`config.mk`:
```
export PLATFORM = sky130hd
export DESIGN_NAME = fetch_pc_sequencer_flat
export DESIGN_NICKNAME = d
export VERILOG_FILES = /design/src/rtl/fetch_pc_sequencer_pkg.sv /design/src/rtl/fetch_pc_sequencer_if.sv /design/src/rtl/fetch_pc_sequencer_buf.sv /design/src/rtl/fetch_pc_sequencer.sv /design/src/flat_wrapper.sv
export SDC_FILE = /design/constraint.sdc
export NUM_CORES = 1
export LEC_CHECK = 0
export ABC_AREA = 1
export BUFFER_PORTS_ARGS = -buffer_cell sky130_fd_sc_hd__buf_2
export CAP_MARGIN = 25
export CORE_ASPECT_RATIO = 0.5
export CORE_UTILIZATION = 40
export CTS_CLUSTER_DIAMETER = 200
export DETAILED_ROUTE_END_ITERATION = 7
export PLACE_DENSITY = 0.69
export RECOVER_POWER = 50
export SLEW_MARGIN = 20
export SYNTH_ARGS = -nofsm -noshare
export SYNTH_HDL_FRONTEND = slang
export SYNTH_SLANG_ARGS = --single-unit
```
`constraint.sdc`:
```
create_clock -name clk -period 2.7 [get_ports clk]
set_clock_uncertainty 0.15 [all_clocks]
set_input_delay 0.27 -clock clk [delete_from_list [all_inputs] [get_ports clk]]
set_output_delay 0.27 -clock clk [all_outputs]
set_load 0.05 [all_outputs]
```
`src/rtl/fetch_pc_sequencer_pkg.sv`:
```
// rtl/fetch_pc_sequencer_pkg.sv - shared types and constants for the fetch PC sequencer
// Contents: fetch_state_e (IDLE/REQ/WAIT/DRAIN), INSTR_BYTES, ALIGN_MASK, is_misaligned()
package fetch_pkg;

  typedef enum logic [1:0] {
    IDLE  = 2'd0,
    REQ   = 2'd1,
    WAIT  = 2'd2,
    DRAIN = 2'd3
  } fetch_state_e;

  localparam logic [31:0] INSTR_BYTES = 32'd4;
  localparam logic [1:0]  ALIGN_MASK  = 2'b11;

  // No compressed instructions, so any set low bit is a misaligned target.
  function automatic logic is_misaligned(input logic [31:0] addr);
    return (addr[1:0] & ALIGN_MASK) != 2'b00;
  endfunction

endpackage

```
`src/rtl/fetch_pc_sequencer_if.sv`:
```
// rtl/fetch_pc_sequencer_if.sv - fetch front-end bus: imem request/response, decode handoff, redirect, exceptions
// master: sequencer side (drives imem_req_*, if_valid/if_pc/if_instr, flush, exc_*)
// slave : environment side (drives imem_req_ready, imem_rsp_*, if_ready, ex_redirect_*)
interface fetch_pc_sequencer_if;

  logic        imem_req_valid;
  logic        imem_req_ready;
  logic [31:0] imem_req_addr;
  logic        imem_rsp_valid;
  logic [31:0] imem_rsp_data;
  logic        if_valid;
  logic        if_ready;
  logic [31:0] if_pc;
  logic [31:0] if_instr;
  logic        ex_redirect_valid;
  logic [31:0] ex_redirect_target;
  logic        flush;
  logic        exc_misaligned;
  logic [31:0] exc_tval;

  modport master (
    output imem_req_valid, imem_req_addr, if_valid, if_pc, if_instr,
           flush, exc_misaligned, exc_tval,
    input  imem_req_ready, imem_rsp_valid, imem_rsp_data, if_ready,
           ex_redirect_valid, ex_redirect_target
  );

  modport slave (
    input  imem_req_valid, imem_req_addr, if_valid, if_pc, if_instr,
           flush, exc_misaligned, exc_tval,
    output imem_req_ready, imem_rsp_valid, imem_rsp_data, if_ready,
           ex_redirect_valid, ex_redirect_target
  );

endinterface

```
`src/rtl/fetch_pc_sequencer_buf.sv`:
```
// rtl/fetch_pc_sequencer_buf.sv - one-entry {pc, instr} holding register between fetch and decode
// Ports: clk, rst_n; set_valid/set_pc/set_instr load an entry; clear drops it;
//        out_valid/out_ready/out_pc/out_instr face decode.
module fetch_buf (
  input  logic        clk,
  input  logic        rst_n,
  input  logic        set_valid,
  input  logic [31:0] set_pc,
  input  logic [31:0] set_instr,
  input  logic        clear,
  input  logic        out_ready,
  output logic        out_valid,
  output logic [31:0] out_pc,
  output logic [31:0] out_instr
);

  // clear (redirect) beats a same-cycle load; a load beats a consume because a
  // request is only issued once the previous entry is leaving.
  always_ff @(posedge clk) begin
    if (!rst_n) begin
      out_valid <= 1'b0;
      out_pc    <= '0;
      out_instr <= '0;
    end else if (clear) begin
      out_valid <= 1'b0;
    end else if (set_valid) begin
      out_valid <= 1'b1;
      out_pc    <= set_pc;
      out_instr <= set_instr;
    end else if (out_ready) begin
      out_valid <= 1'b0;
    end
  end

endmodule

```
`src/rtl/fetch_pc_sequencer.sv`:
```
// rtl/fetch_pc_sequencer.sv - fetch PC owner: one-at-a-time imem fetch, decode buffer, redirect/flush/misaligned trap
// Parameters: RESET_PC (pc after reset), TRAP_VEC (pc after a misaligned redirect)
// Ports: clk, rst_n (sync, active-low), bus (fetch_pc_sequencer_if.master)
module fetch_pc_sequencer
  import fetch_pkg::*;
#(
  parameter logic [31:0] RESET_PC = 32'h0000_0000,
  parameter logic [31:0] TRAP_VEC = 32'h0000_0100
) (
  input  logic                        clk,
  input  logic                        rst_n,
  fetch_pc_sequencer_if.master        bus
);

  fetch_state_e state, state_n;
  logic [31:0]  pc, pc_n;
  logic         flush_q, exc_q;
  logic [31:0]  tval_q;
  logic         buf_set;
  logic         buf_valid;
  logic [31:0]  buf_pc, buf_instr;
  logic         req_valid, req_fire;
  logic         redirect, redirect_mis;

  // Request may go out while decode is draining the buffer this cycle, which
  // is what allows one instruction every two cycles.
  assign req_valid    = (state == REQ) && (!buf_valid || bus.if_ready);
  assign req_fire     = req_valid && bus.imem_req_ready;
  assign redirect     = bus.ex_redirect_valid;
  assign redirect_mis = is_misaligned(bus.ex_redirect_target);

  always_comb begin
    state_n = state;
    pc_n    = pc;
    buf_set = 1'b0;
    unique case (state)
      IDLE:  state_n = REQ;
      REQ:   if (req_fire) state_n = WAIT;
      WAIT:  if (bus.imem_rsp_valid) begin
               buf_set = 1'b1;
               pc_n    = pc + INSTR_BYTES;
               state_n = REQ;
             end
      DRAIN: if (bus.imem_rsp_valid) state_n = REQ;
      default: state_n = IDLE;
    endcase
    if (redirect) begin
      buf_set = 1'b0;
      pc_n    = redirect_mis ? TRAP_VEC : bus.ex_redirect_target;
      // Drain only if a response is still owed after this edge.
      if ((state == WAIT  && !bus.imem_rsp_valid) ||
          (state == DRAIN && !bus.imem_rsp_valid) ||
          (state == REQ   && req_fire))
        state_n = DRAIN;
      else
        state_n = REQ;
    end
  end

  always_ff @(posedge clk) begin
    if (!rst_n) begin
      state   <= IDLE;
      pc      <= RESET_PC;
      flush_q <= 1'b0;
      exc_q   <= 1'b0;
      tval_q  <= '0;
    end else begin
      state   <= state_n;
      pc      <= pc_n;
      flush_q <= redirect;
      exc_q   <= redirect && redirect_mis;
      if (redirect && redirect_mis) tval_q <= bus.ex_redirect_target;
    end
  end

  fetch_buf u_buf (
    .clk       (clk),
    .rst_n     (rst_n),
    .set_valid (buf_set),
    .set_pc    (pc),
    .set_instr (bus.imem_rsp_data),
    .clear     (redirect),
    .out_ready (bus.if_ready),
    .out_valid (buf_valid),
    .out_pc    (buf_pc),
    .out_instr (buf_instr)
  );

  assign bus.imem_req_valid = req_valid;
  assign bus.imem_req_addr  = pc;
  assign bus.if_valid       = buf_valid;
  assign bus.if_pc          = buf_pc;
  assign bus.if_instr       = buf_instr;
  assign bus.flush          = flush_q;
  assign bus.exc_misaligned = exc_q;
  assign bus.exc_tval       = tval_q;

endmodule

```
`src/flat_wrapper.sv`:
```
// flat-port wrapper written by rule: the top's interface ports become plain ports
module fetch_pc_sequencer_flat import fetch_pkg::*;
#(
  parameter logic [31:0] RESET_PC = 32'h0000_0000,
  parameter logic [31:0] TRAP_VEC = 32'h0000_0100
)
  (clk, rst_n, bus_imem_req_valid, bus_imem_req_addr, bus_if_valid, bus_if_pc, bus_if_instr, bus_flush, bus_exc_misaligned, bus_exc_tval, bus_imem_req_ready, bus_imem_rsp_valid, bus_imem_rsp_data, bus_if_ready, bus_ex_redirect_valid, bus_ex_redirect_target);
  fetch_pc_sequencer_if bus_i ();
  input  logic clk;
  input  logic rst_n;
  output wire logic [$bits(bus_i.imem_req_valid)-1:0] bus_imem_req_valid;
  output wire logic [$bits(bus_i.imem_req_addr)-1:0] bus_imem_req_addr;
  output wire logic [$bits(bus_i.if_valid)-1:0] bus_if_valid;
  output wire logic [$bits(bus_i.if_pc)-1:0] bus_if_pc;
  output wire logic [$bits(bus_i.if_instr)-1:0] bus_if_instr;
  output wire logic [$bits(bus_i.flush)-1:0] bus_flush;
  output wire logic [$bits(bus_i.exc_misaligned)-1:0] bus_exc_misaligned;
  output wire logic [$bits(bus_i.exc_tval)-1:0] bus_exc_tval;
  input wire logic [$bits(bus_i.imem_req_ready)-1:0] bus_imem_req_ready;
  input wire logic [$bits(bus_i.imem_rsp_valid)-1:0] bus_imem_rsp_valid;
  input wire logic [$bits(bus_i.imem_rsp_data)-1:0] bus_imem_rsp_data;
  input wire logic [$bits(bus_i.if_ready)-1:0] bus_if_ready;
  input wire logic [$bits(bus_i.ex_redirect_valid)-1:0] bus_ex_redirect_valid;
  input wire logic [$bits(bus_i.ex_redirect_target)-1:0] bus_ex_redirect_target;
  assign bus_imem_req_valid = bus_i.imem_req_valid;
  assign bus_imem_req_addr = bus_i.imem_req_addr;
  assign bus_if_valid = bus_i.if_valid;
  assign bus_if_pc = bus_i.if_pc;
  assign bus_if_instr = bus_i.if_instr;
  assign bus_flush = bus_i.flush;
  assign bus_exc_misaligned = bus_i.exc_misaligned;
  assign bus_exc_tval = bus_i.exc_tval;
  assign bus_i.imem_req_ready = bus_imem_req_ready;
  assign bus_i.imem_rsp_valid = bus_imem_rsp_valid;
  assign bus_i.imem_rsp_data = bus_imem_rsp_data;
  assign bus_i.if_ready = bus_if_ready;
  assign bus_i.ex_redirect_valid = bus_ex_redirect_valid;
  assign bus_i.ex_redirect_target = bus_ex_redirect_target;
  fetch_pc_sequencer #(.RESET_PC(RESET_PC), .TRAP_VEC(TRAP_VEC)) u_core (.clk(clk), .rst_n(rst_n), .bus(bus_i));
endmodule
```
==> results of run 1 <==
## repair_timing
item / CTS / global route
endpoints found under the hold margin: 61 / 2
buffers inserted: 0 / 0
hold buffers: 57 / 2
setup endpoints to repair: 0 / 0
## tightest hold or removal path: cells and delay by family
family	cells	cell delay, ns
compound gates	1	0.14
buf+inv	2	0.11
## Yosys cell counts (2+ instances only)
cell type	count	share of area, %
dfxtp_1	133	46
a21oi_2	8	1.2
nand3_1	61	5.3
nor3_1	4	0.35
a21oi_1	40	3.5
o211ai_1	7	0.91
buf_4	7	0.91
inv_2	5	0.33
nand2_2	7	0.76
a31oi_1	2	0.22
nor2_8	3	1.0
nor2_1	131	8.6
nand2_4	3	0.59
clkbuf_1	24	1.6
nor2_4	3	0.59
inv_1	59	3.9
nand2_1	145	9.5
o21ai_0	117	10
nand3_2	5	0.87
o21ai_1	4	0.35
buf_2	8	0.70
o22ai_1	2	0.22
nor2_2	5	0.54
## power by group through the flow
stage	logic (mW)	clock network (mW)	registers (mW)
after floorplan	0.177	0	2.31
after global placement	0.536	0	2.11
after detailed placement	0.541	0	2.11
after CTS	0.605	2.41	2.07
after global routing	0.632	2.51	2.08
final	0.591	2.37	2.07
## kinds of logic after synthesis
| group | Yosys count |
|---|---|
| AOI/OAI and AO/OA | 183 |
| DFF | 133 |
| adders and majority gates | 1 |
| and+or+nand+nor | 370 |
| buffers and inverters | 107 |
## final timing paths
path         depth (start not counted)                                      from                                  endpoint
max reg2reg                          8              u_core.state[0]$_SDFFE_PN0P_      u_core.u_buf.out_pc[21]$_SDFFE_PN0P_
max                                  7                 bus_ex_redirect_target[0]       u_core.bus.exc_tval[5]$_SDFFE_PN0P_
min                                  3                bus_ex_redirect_target[30]      u_core.bus.exc_tval[30]$_SDFFE_PN0P_
min reg2reg                          2  u_core.bus.imem_req_addr[0]$_SDFFE_PN0P_  u_core.bus.imem_req_addr[0]$_SDFFE_PN0P_
## sequential cells by signal, indices dropped and copies added (netlist names)
name / flops
u_core.state: 2
u_core.u_buf.out_pc: 32
u_core.bus.flush: 1
u_core.u_buf.out_valid: 1
u_core.bus.exc_tval: 32
u_core.u_buf.out_instr: 32
u_core.bus.imem_req_addr: 32
u_core.bus.exc_misaligned: 1
## through the flow
| stage | power (mW) | instances | utilization [%] | area [um^2] |
|---|---|---|---|---|
| 6_report | 5.03 | 1244 | 57.2 | 7880 |
| 5_1_grt | 5.22 | 1244 | 57.2 | 7880 |
| 4_1_cts | 5.08 | 1242 | 58.2 | 8020 |
| 3_5_place_dp | 2.65 | 1153 | 49.7 | 6850 |
| 3_3_place_gp | 2.65 | 1153 | 49.7 | 6850 |
| 2_1_floorplan | 2.48 | 794 | - | 5740 |
## layer usage
layer	share of wire (%)	track usage (%)	routed length, um	vias to the layer above
met5	0	0	0	-
met4	1.2	7.14	227	0
met3	7.4	5.25	1350	19
met2	47	41.0	8660	226
met1	44	30.6	8050	2833
li1	-	-	-	3077
## cell type report
| class | count | area, um^2 | share of cell area (%) |
|---|---|---|---|
| flip-flops and latches | 133 | 2660 | 33.8 |
| clock buffers | 18 | 439 | 5.58 |
| clock inverters | 14 | 165 | 2.10 |
| well taps | 192 | 240 | 3.05 |
| repair buffers | 267 | 1490 | 18.9 |
| inverters | 66 | 253 | 3.21 |
| multi-input cells | 554 | 2630 | 33.4 |
## cells in the final DEF, fill, tap and decap left out, types with 2 or more instances in the layout
cell type / netlist / final
nor2_1: 131 / 132
clkinv_4: 0 / 3
nand2_4: 3 / 3
buf_4: 7 / 5
nand3_1: 61 / 61
nor2_8: 3 / 3
nor2_2: 5 / 4
bufinv_16: 0 / 2
o21ai_0: 117 / 117
nor3_1: 4 / 4
o211ai_1: 7 / 7
a21oi_2: 8 / 8
inv_1: 59 / 59
nand2_1: 145 / 145
dfxtp_1: 133 / 133
a31oi_1: 2 / 2
inv_2: 5 / 5
buf_2: 8 / 77
o22ai_1: 2 / 2
clkinvlp_4: 0 / 2
nand3_2: 5 / 5
clkbuf_1: 24 / 126
inv_6: 1 / 7
o21ai_1: 4 / 4
nand2_2: 7 / 7
a21oi_1: 40 / 40
nor2_4: 3 / 3
clkbuf_16: 0 / 17
dlygate4sd3_1: 0 / 59
==> flow_summary_export.csv, run 1 <==
group,metric,value,unit
outcome,outcome,"finished, final reports clean",
power_and_ir_drop,switchingPower,1.42,mW
critical_path,critPathMaxStageDelay,0.75,ns
yosys,synth_edf_count,0,
critical_path,path_delay_family,"buffers and inverters",
sta,min_period_over_period,82.2,%
grt,grt_overflow,0,
detailed_routing,post-route-drc-count,0,
finish,area_delta_synth_final,37.1,%
sta,rsz0062_at_grt,"no",
yosys,synth_nets,865,
yosys,synthAdderAreaFrac,0.218,%
critical_path,critical_path_class,"input pin to flip-flop",
critical_path,r2r_setup_slack,0.67,ns
yosys,synth_compound_area_share,17.1,%
sta,max_slew_margin,26.8,%
placement,port_buffers,201,
sta,whs,0.000308,ns
die,dieArea,0.0149,mm^2
finish,drive_gt1_share,14.7,%
yosys,synthCells,794,
finish,n_fill_cell,1332,
worst_hold_path,hp-class,"input pin to flip-flop",
die,core-area,0.0138,mm^2
die,die_x,171,um
yosys,synth_top_family_by_area,"simple AND/OR/NAND/NOR gates",
detailed_routing,wl_per_cell,14.7,um
finish,fin_nets,1110,
sta,finalMaxSlewViolations,0,
yosys,synth-async-reset-ratio,0,%
yosys,yosys.area_share.simple,28.5,%
clock_tree,clockBufferDepth,2,
yosys,ys_seq_elements,133,
grt,grt.total_usage,24.1,%
yosys,synth_mux_area_share,0,%
power_and_ir_drop,leakage,3.18,nW
critical_path,critPathCaptureType,"flip-flop",
placement,dpl_worst_slack,0.633,ns
finish,antenna_cells,0,
grt,grt_pass1_vias,5396,
detailed_routing,totalWireLength,18300,um
clock_tree,clk_pin_slew,0.06,ns
detailed_routing,drt-initial-drc-count,468,
flow_run,maxCapViolations,0,
yosys,synthFlopType,"dfxtp_1",
detailed_routing,viasPerCell,4.95,
sta,timing.fmax,451,MHz
die,num_rows,30,
grt,grt_max_degree,91,
critical_path,crit_chain,"dlygate4sd3_1, clkbuf_1, nor2_1, nor2_1, inv_1, nand3_1, o21ai_0",
sta,min_period,2.22,ns
yosys,ys_seq_area_share,46.4,%
detailed_routing,vias,6155,
critical_path,required,2.87,ns
critical_path,start_kind,"input pin",
sta,fin_tns_setup,0,ns
clock_tree,clkLatencyLatePin,0.42,ns
detailed_routing,drtPass1Iterations,5,
placement,hpwl,12700,um
critical_path,slowest_stage,"inv_1",
sta,hold_viol,0,
power_and_ir_drop,peakVddDrop,0.390,mV
yosys,synth_area,0.00574,mm^2
clock_tree,cts_num_sinks,133,
clock_tree,cts_resized,0,
clock_tree,root_buffer,"clkbuf_16",
yosys,ys_warn_count,0,
sta,worst_slack,0.482,ns
clock_tree,cts_tree,"built",
placement,gp_congestion,0.911,
clock_tree,h-tree-depth,4,
sta,worst_pin_slew,1.10,ns
die,io_pins,202,
sta,setup-violations-final,0,
critical_path,crit_arrival,2.39,ns
power_and_ir_drop,seqPwrFrac,41.2,%
detailed_routing,ant_nets,0,
grt,antenna_found_initial,0,
critical_path,crit_buf_inv,3,
critical_path,worst_path_most_repeated_cell,"nor2_1",
power_and_ir_drop,clockPowerShare,47.1,%
die,start_util,41.7,%
grt,grt_pass1_wl,27600,um
critical_path,cp_max_fo,29,
power_and_ir_drop,power_density,639,mW/mm^2
power_and_ir_drop,switching_share,28.3,%
power_and_ir_drop,p_int,3.61,mW
die,die_height,86.7,um
power_and_ir_drop,pwr-share-comb,11.7,%
yosys,synth-xor-area-share,0,%
yosys,ys_types,34,
yosys,synth.avg_cell_area,7.23,um^2
clock_tree,cts_buffers,17,
No activity file was read; power rests on OpenSTA's default activity.
==> inputs of run 2 (changes only) <==
==> constraint.sdc (replaced) <==
create_clock -name clk -period 2.3 [get_ports clk]
set_clock_uncertainty 0.15 [all_clocks]
set_input_delay 0.23 -clock clk [delete_from_list [all_inputs] [get_ports clk]]
set_output_delay 0.23 -clock clk [all_outputs]
set_load 0.05 [all_outputs]
==> flow_summary_export.csv, run 2 (synthesis results as in run 1) <==
group,metric,value,unit
detailed_routing,drtPass1Iterations,5,
detailed_routing,wl_per_cell,15.2,um
detailed_routing,viasPerCell,5.04,
power_and_ir_drop,power_density,764,mW/mm^2
clock_tree,cts_buffers,17,
critical_path,critPathCaptureType,"flip-flop",
finish,area_delta_synth_final,40.7,%
critical_path,startpoint,"u_core.bus.imem_req_addr[2]$_SDFFE_PN0P_",
critical_path,r2r_setup_slack,0.35,ns
power_and_ir_drop,seqPwrFrac,39.3,%
grt,antenna_found_initial,0,
worst_hold_path,min_from,"bus_if_ready",
die,die_x,171,um
critical_path,crit_arrival,2.06,ns
finish,fin_nets,1127,
critical_path,required,2.41,ns
die,die_height,86.7,um
power_and_ir_drop,peakVddDrop,0.431,mV
power_and_ir_drop,p_int,4.53,mW
placement,dp_cells,1163,
sta,rsz0062_at_grt,"no",
power_and_ir_drop,leakage,3.30,nW
worst_hold_path,hp-class,"input pin to flip-flop",
finish,finalInstanceArea,0.00808,mm^2
finish,antenna_cells,0,
die,core-area,0.0138,mm^2
power_and_ir_drop,switching_share,26.7,%
critical_path,cp_max_fo,5,
sta,whs,0.0221,ns
die,io_pins,202,
detailed_routing,dr_wl_met2,8960,um
sta,finalMaxSlewViolations,0,
detailed_routing,totalWireLength,19100,um
detailed_routing,top_layer,"met4",
clock_tree,cts_resized,0,
placement,gp_congestion,0.956,
placement,hpwl,12700,um
clock_tree,cts_setup_buffers,0,
detailed_routing,wl_met3,1350,um
sta,max_slew_margin,31.3,%
grt,grt_pass1_wl,29300,um
finish,drive_gt1_share,15.5,%
detailed_routing,ant_nets,0,
placement,place_area,0.00693,mm^2
power_and_ir_drop,clockPowerShare,49.0,%
clock_tree,clk_pin_slew,0.06,ns
grt,grt.total_usage,25.7,%
sta,timing.fmax,513,MHz
finish,final_cells,1260,
sta,hold_viol,0,
finish,mostFrequentLayoutCells,"nand2_1, dfxtp_1, nor2_1",
sta,min_period,1.95,ns
grt,grt_pass1_vias,5868,
grt,grt_max_degree,57,
outcome,outcome,"finished, final reports clean",
finish,final_common_cell,"nand2_1",
clock_tree,clockBufferDepth,2,
sta,worst_pin_slew,1.03,ns
critical_path,start_kind,"flip-flop",
critical_path,critical_path_class,"flip-flop to flip-flop",
clock_tree,cts_tree,"built",
clock_tree,root_buffer,"clkbuf_16",
detailed_routing,post-route-drc-count,0,
grt,grt_overflow,0,
flow_run,maxCapViolations,0,
clock_tree,clkLatencyLatePin,0.42,ns
detailed_routing,drt-initial-drc-count,542,
sta,setup-violations-final,0,
die,start_util,41.7,%
die,dieArea,0.0149,mm^2
clock_tree,cts_num_sinks,133,
power_and_ir_drop,switchingPower,1.65,mW
critical_path,reg2reg_from,"u_core.bus.imem_req_addr[2]$_SDFFE_PN0P_",
placement,port_buffers,201,
detailed_routing,wl_met1,8260,um
power_and_ir_drop,pwr-share-comb,11.6,%
clock_tree,h-tree-depth,4,
detailed_routing,vias,6347,
sta,min_period_over_period,84.8,%
sta,fin_tns_setup,0,ns
die,num_rows,30,
run 2: cell count changes in the layout (fill, tap and decap cells not counted), moves of 2 or more:
cell           delta
buf_4            +10
dlygate4sd3_1     +7
inv_6             -3
clkinv_4          +2
bufinv_16         +3
clkbuf_1          -2
clkinvlp_4        -2
run 2: worst max-delay path, stage by stage (launching register included):
cell     delay [ns]
dfxtp_1        0.40
ha_1           0.27
nand2_2        0.10
nor2_2         0.15
nand2_2        0.15
nor2_4         0.22
nand2_1        0.08
nand2_1        0.06
nand3_1        0.08
nand2_1        0.09
a21oi_2        0.05
run 2: path summary, 6_finish.rpt:
kind                            cells past startpoint                                        end
worst min register to register                      2   u_core.bus.imem_req_addr[0]$_SDFFE_PN0P_
worst max-delay path                               10  u_core.bus.imem_req_addr[26]$_SDFFE_PN0P_
worst max register to register                     10  u_core.bus.imem_req_addr[26]$_SDFFE_PN0P_
worst min-delay path                                4        u_core.u_buf.out_valid$_SDFFE_PP0P_
run 2: final cells by class:
class	instances	area (um^2)
fill	1361	5690
sequential	133	2660
multi-input combinational	554	2630
timing repair buffer	284	1650
clock buffer	17	425
inverter	66	253
tap	192	240
clock inverter	14	225
run 2: per-layer routing:
| metal | global-route usage, % | vias to the layer above |
|---|---|---|
| met1 | 30.9 | 2911 |
| li1 | - | 3108 |
| met2 | 44.1 | 274 |
| met4 | 11.4 | 0 |
| met5 | 0 | - |
| met3 | 5.94 | 54 |
run 2: timing repair:
item,CTS,global route
hold endpoints to repair,73,0
endpoints found under the setup margin,0,0
hold buffers,66,0
run 2: per-stage QoR:
step                      power [mW]  setup WS [ns]  utilization (%)
after floorplan                 2.92          0.254                -
after global placement          3.11          0.456             50.3
after detailed placement        3.12          0.420             50.3
after CTS                       6.22          0.384             59.8
after global routing            6.38          0.181             58.7
final                           6.18          0.350             58.7
run 2: power groups by stage:
stage	clock, mW	combinational [mW]	sequential [mW]
2_1_floorplan	0	0.207	2.71
3_3_place_gp	0	0.639	2.47
3_5_place_dp	0	0.644	2.47
4_1_cts	3.07	0.731	2.42
5_1_grt	3.18	0.766	2.44
6_report	3.03	0.718	2.43
==> inputs of run 3 (changes only) <==
--- a/config.mk
+++ b/config.mk
@@ -5,14 +5,14 @@
 export SDC_FILE = /design/constraint.sdc
 export NUM_CORES = 1
 export LEC_CHECK = 0
-export ABC_AREA = 1
+export ABC_AREA = 0
 export BUFFER_PORTS_ARGS = -buffer_cell sky130_fd_sc_hd__buf_2
 export CAP_MARGIN = 25
 export CORE_ASPECT_RATIO = 0.5
 export CORE_UTILIZATION = 40
 export CTS_CLUSTER_DIAMETER = 200
 export DETAILED_ROUTE_END_ITERATION = 7
-export PLACE_DENSITY = 0.69
+export PLACE_DENSITY = 0.7
 export RECOVER_POWER = 50
 export SLEW_MARGIN = 20
 export SYNTH_ARGS = -nofsm -noshare
==> constraint.sdc (replaced) <==
create_clock -name clk -period 1.8 [get_ports clk]
set_clock_uncertainty 0.15 [all_clocks]
set_input_delay 0.18 -clock clk [delete_from_list [all_inputs] [get_ports clk]]
set_output_delay 0.18 -clock clk [all_outputs]
set_load 0.05 [all_outputs]
==> flow_summary_export.csv, run 3 <==
group,metric,value,unit
critical_path,startpoint,"u_core.bus.imem_req_addr[2]$_SDFFE_PN0P_",
die,start_util,41.5,%
detailed_routing,viasPerCell,5.18,
sta,min_period,1.88,ns
power_and_ir_drop,peakVddDrop,0.469,mV
critical_path,crit_chain,"ha_4, nand4_1, or4_4, or4_4, o211ai_1",
critical_path,r2r.worst_path.cells,5,
detailed_routing,drt-initial-drc-count,543,
grt,antenna_found_initial,0,
yosys,ys_warn_count,0,
die,io_pins,202,
placement,hpwl,13000,um
clock_tree,clockBufferDepth,2,
finish,multi_input_area,0.00261,mm^2
die,dieArea,0.0138,mm^2
yosys,yosysMostFrequentCell,"nand2_1",
sta,timing.fmax,531,MHz
grt,grt_pass1_vias,5695,
clock_tree,root_buffer,"clkbuf_16",
yosys,ys_seq_area_share,50.0,%
yosys,synth_area,0.00532,mm^2
yosys,netlist.area_leader.share,50.0,%
sta,max_slew_margin,56.1,%
yosys,ys_types,48,
finish,n_fill_cell,1095,
clock_tree,h-tree-depth,4,
die,num_rows,29,
detailed_routing,vias,6149,
critical_path,worst_path_most_repeated_cell,"or4_4",
critical_path,critPathCaptureType,"flip-flop",
detailed_routing,ant_nets,0,
clock_tree,cts_num_sinks,133,
detailed_routing,wl_per_cell,16.8,um
power_and_ir_drop,power_density,919,mW/mm^2
detailed_routing,post-route-drc-count,0,
die,die_height,83.6,um
critical_path,reg2reg_from,"u_core.bus.imem_req_addr[2]$_SDFFE_PN0P_",
sta,worst_slack,-0.0830,ns
yosys,synthTopCellsByArea,"dfxtp_1, nand2_1, a21oi_1",
critical_path,critical_path_class,"flip-flop to flip-flop",
yosys,synth.avg_cell_area,7.74,um^2
yosys,synth-async-reset-ratio,0,%
finish,final_common_cell,"nand2_1",
outcome,outcome,"finished with violations",
placement,gp_congestion,0.941,
die,die_x,165,um
placement,port_buffers,201,
critical_path,critPathMaxStageDelay,0.50,ns
placement,dpl_worst_slack,-0.107,ns
grt,grt_pass1_wl,29900,um
finish,drive_gt1_share,25.6,%
yosys,ys_seq_elements,133,
worst_hold_path,hp-class,"input pin to flip-flop",
critical_path,start_kind,"flip-flop",
worst_hold_path,whs_path_depth,4,
power_and_ir_drop,leakage,3.34,nW
sta,rsz0062_at_grt,"yes",
die,core-area,0.0128,mm^2
yosys,synthFlopType,"dfxtp_1",
critical_path,required,1.99,ns
yosys,synth_common_cells,"nand2_1, dfxtp_1, a21oi_1",
flow_run,maxCapViolations,0,
grt,grt_max_degree,57,
grt,grt.total_usage,28.1,%
sta,hold_viol,0,
detailed_routing,drtPass1Iterations,5,
yosys,synthCells,687,
critical_path,cp_max_fo,3,
finish,regArea,0.00272,mm^2
sta,finalMaxSlewViolations,0,
sta,setup-violations-final,7,
yosys,yosysTopAreaCell,"dfxtp_1",
sta,worst_pin_slew,0.661,ns
grt,grt_overflow,0,
clock_tree,clk_pin_slew,0.07,ns
outcome,violations,"negative setup slack",
clock_tree,cts_tree,"built",
finish,fin_util,66.0,%
critical_path,slowest_stage,"or4_4",
critical_path,crit_arrival,2.07,ns
yosys,synth_edf_count,0,
finish,antenna_cells,0,
finish,mostFrequentLayoutCells,"nand2_1, a21oi_1, dfxtp_1",
finish,fin_nets,1076,
yosys,synth_nets,758,
worst_hold_path,min_from,"bus_ex_redirect_valid",
clock_tree,clkLatencyLatePin,0.41,ns
sta,min_period_over_period,105,%
clock_tree,cts_buffers,17,
detailed_routing,totalWireLength,19900,um
finish,area_delta_synth_final,59.0,%
## run 3: cell types whose count changed in the layout (fill, tap and decap cells not counted), moves of 10 or more
cell	before	now
o21ai_0	117	4
nor2_1	132	26
a21oi_1	40	128
nand2_1	145	211
inv_1	59	5
buf_4	15	59
nand3_1	61	17
dfxtp_1	133	107
buf_2	78	101
clkbuf_1	124	101
dfxtp_2	0	16
dfxtp_4	0	10
nand4_1	0	10
## run 3: routing by layer
metal  part of all wire (%)  vias up  track usage, %
li1                       -     2978               -
met1                     46     2829            39.2
met2                     42      309            40.5
met3                     11       33            8.30
met4                    1.6        0            10.3
met5                      0        -               0
## run 3: kinds of logic after synthesis
| kind of cell | share of synthesized area [%] |
|---|---|
| muxes | 0.376 |
| xor gates and xnor gates | 1.98 |
| DFF | 50.0 |
| and+or+nand+nor | 24.9 |
| AOI/OAI and AO/OA | 18.8 |
| adders and majority gates | 0.235 |
| buffers and inverters | 3.69 |
## run 3: layout make-up
type                    count  area share [%]
flip-flops and latches    133            32.2
well taps                 170            2.52
multi-input cells         502            30.9
repair buffers            344            26.6
clock inverters            13            2.43
clock buffers              18            5.07
inverters                   7           0.340
## run 3: final timing paths
path                                               end  slack (ns)
min          u_core.bus.imem_req_addr[15]$_SDFFE_PN0P_        0.04
max          u_core.bus.imem_req_addr[28]$_SDFFE_PN0P_       -0.08
min reg2reg       u_core.u_buf.out_pc[22]$_SDFFE_PN0P_        0.30
max reg2reg  u_core.bus.imem_req_addr[28]$_SDFFE_PN0P_       -0.08
## run 3: what timing repair did
action                     in CTS  in global routing
setup buffers                   0                  3
hold endpoints to repair       88                  0
pin swaps                       1                 10
setup endpoints to repair       4                 26
gates resized for setup         7                 23
hold buffers                   70                  0
cloned                          0                  1
## run 3: worst max-delay path, delay by kind of cell (launching register included)
kind | cells | cell delay, ns
and+or+nand+nor | 3 | 1.08
DFF | 1 | 0.36
adders and majority gates | 1 | 0.13
AOI/OAI and AO/OA | 1 | 0.09
## run 3: stage by stage
step | area, um^2 | power [mW] | std cells | TNS [ns] | hold WS (ns)
floorplan | 5400 | 3.59 | 687 | -1.05 | 0.158
global placement | 7080 | 3.91 | 1083 | -0.132 | 0.270
detailed placement | 7080 | 3.92 | 1083 | -0.171 | 0.279
CTS | 8450 | 7.79 | 1184 | -0.103 | 0.0303
global route | 8460 | 8.00 | 1187 | -0.762 | 0.0789
finish | 8460 | 7.77 | 1187 | -0.248 | 0.0414
## run 3: where the power goes
part | internal, mW | switching (mW)
Clock | 2.45 | 1.33
Sequential | 3.01 | 0.0456
Combinational | 0.329 | 0.604
Total | 5.79 | 1.98
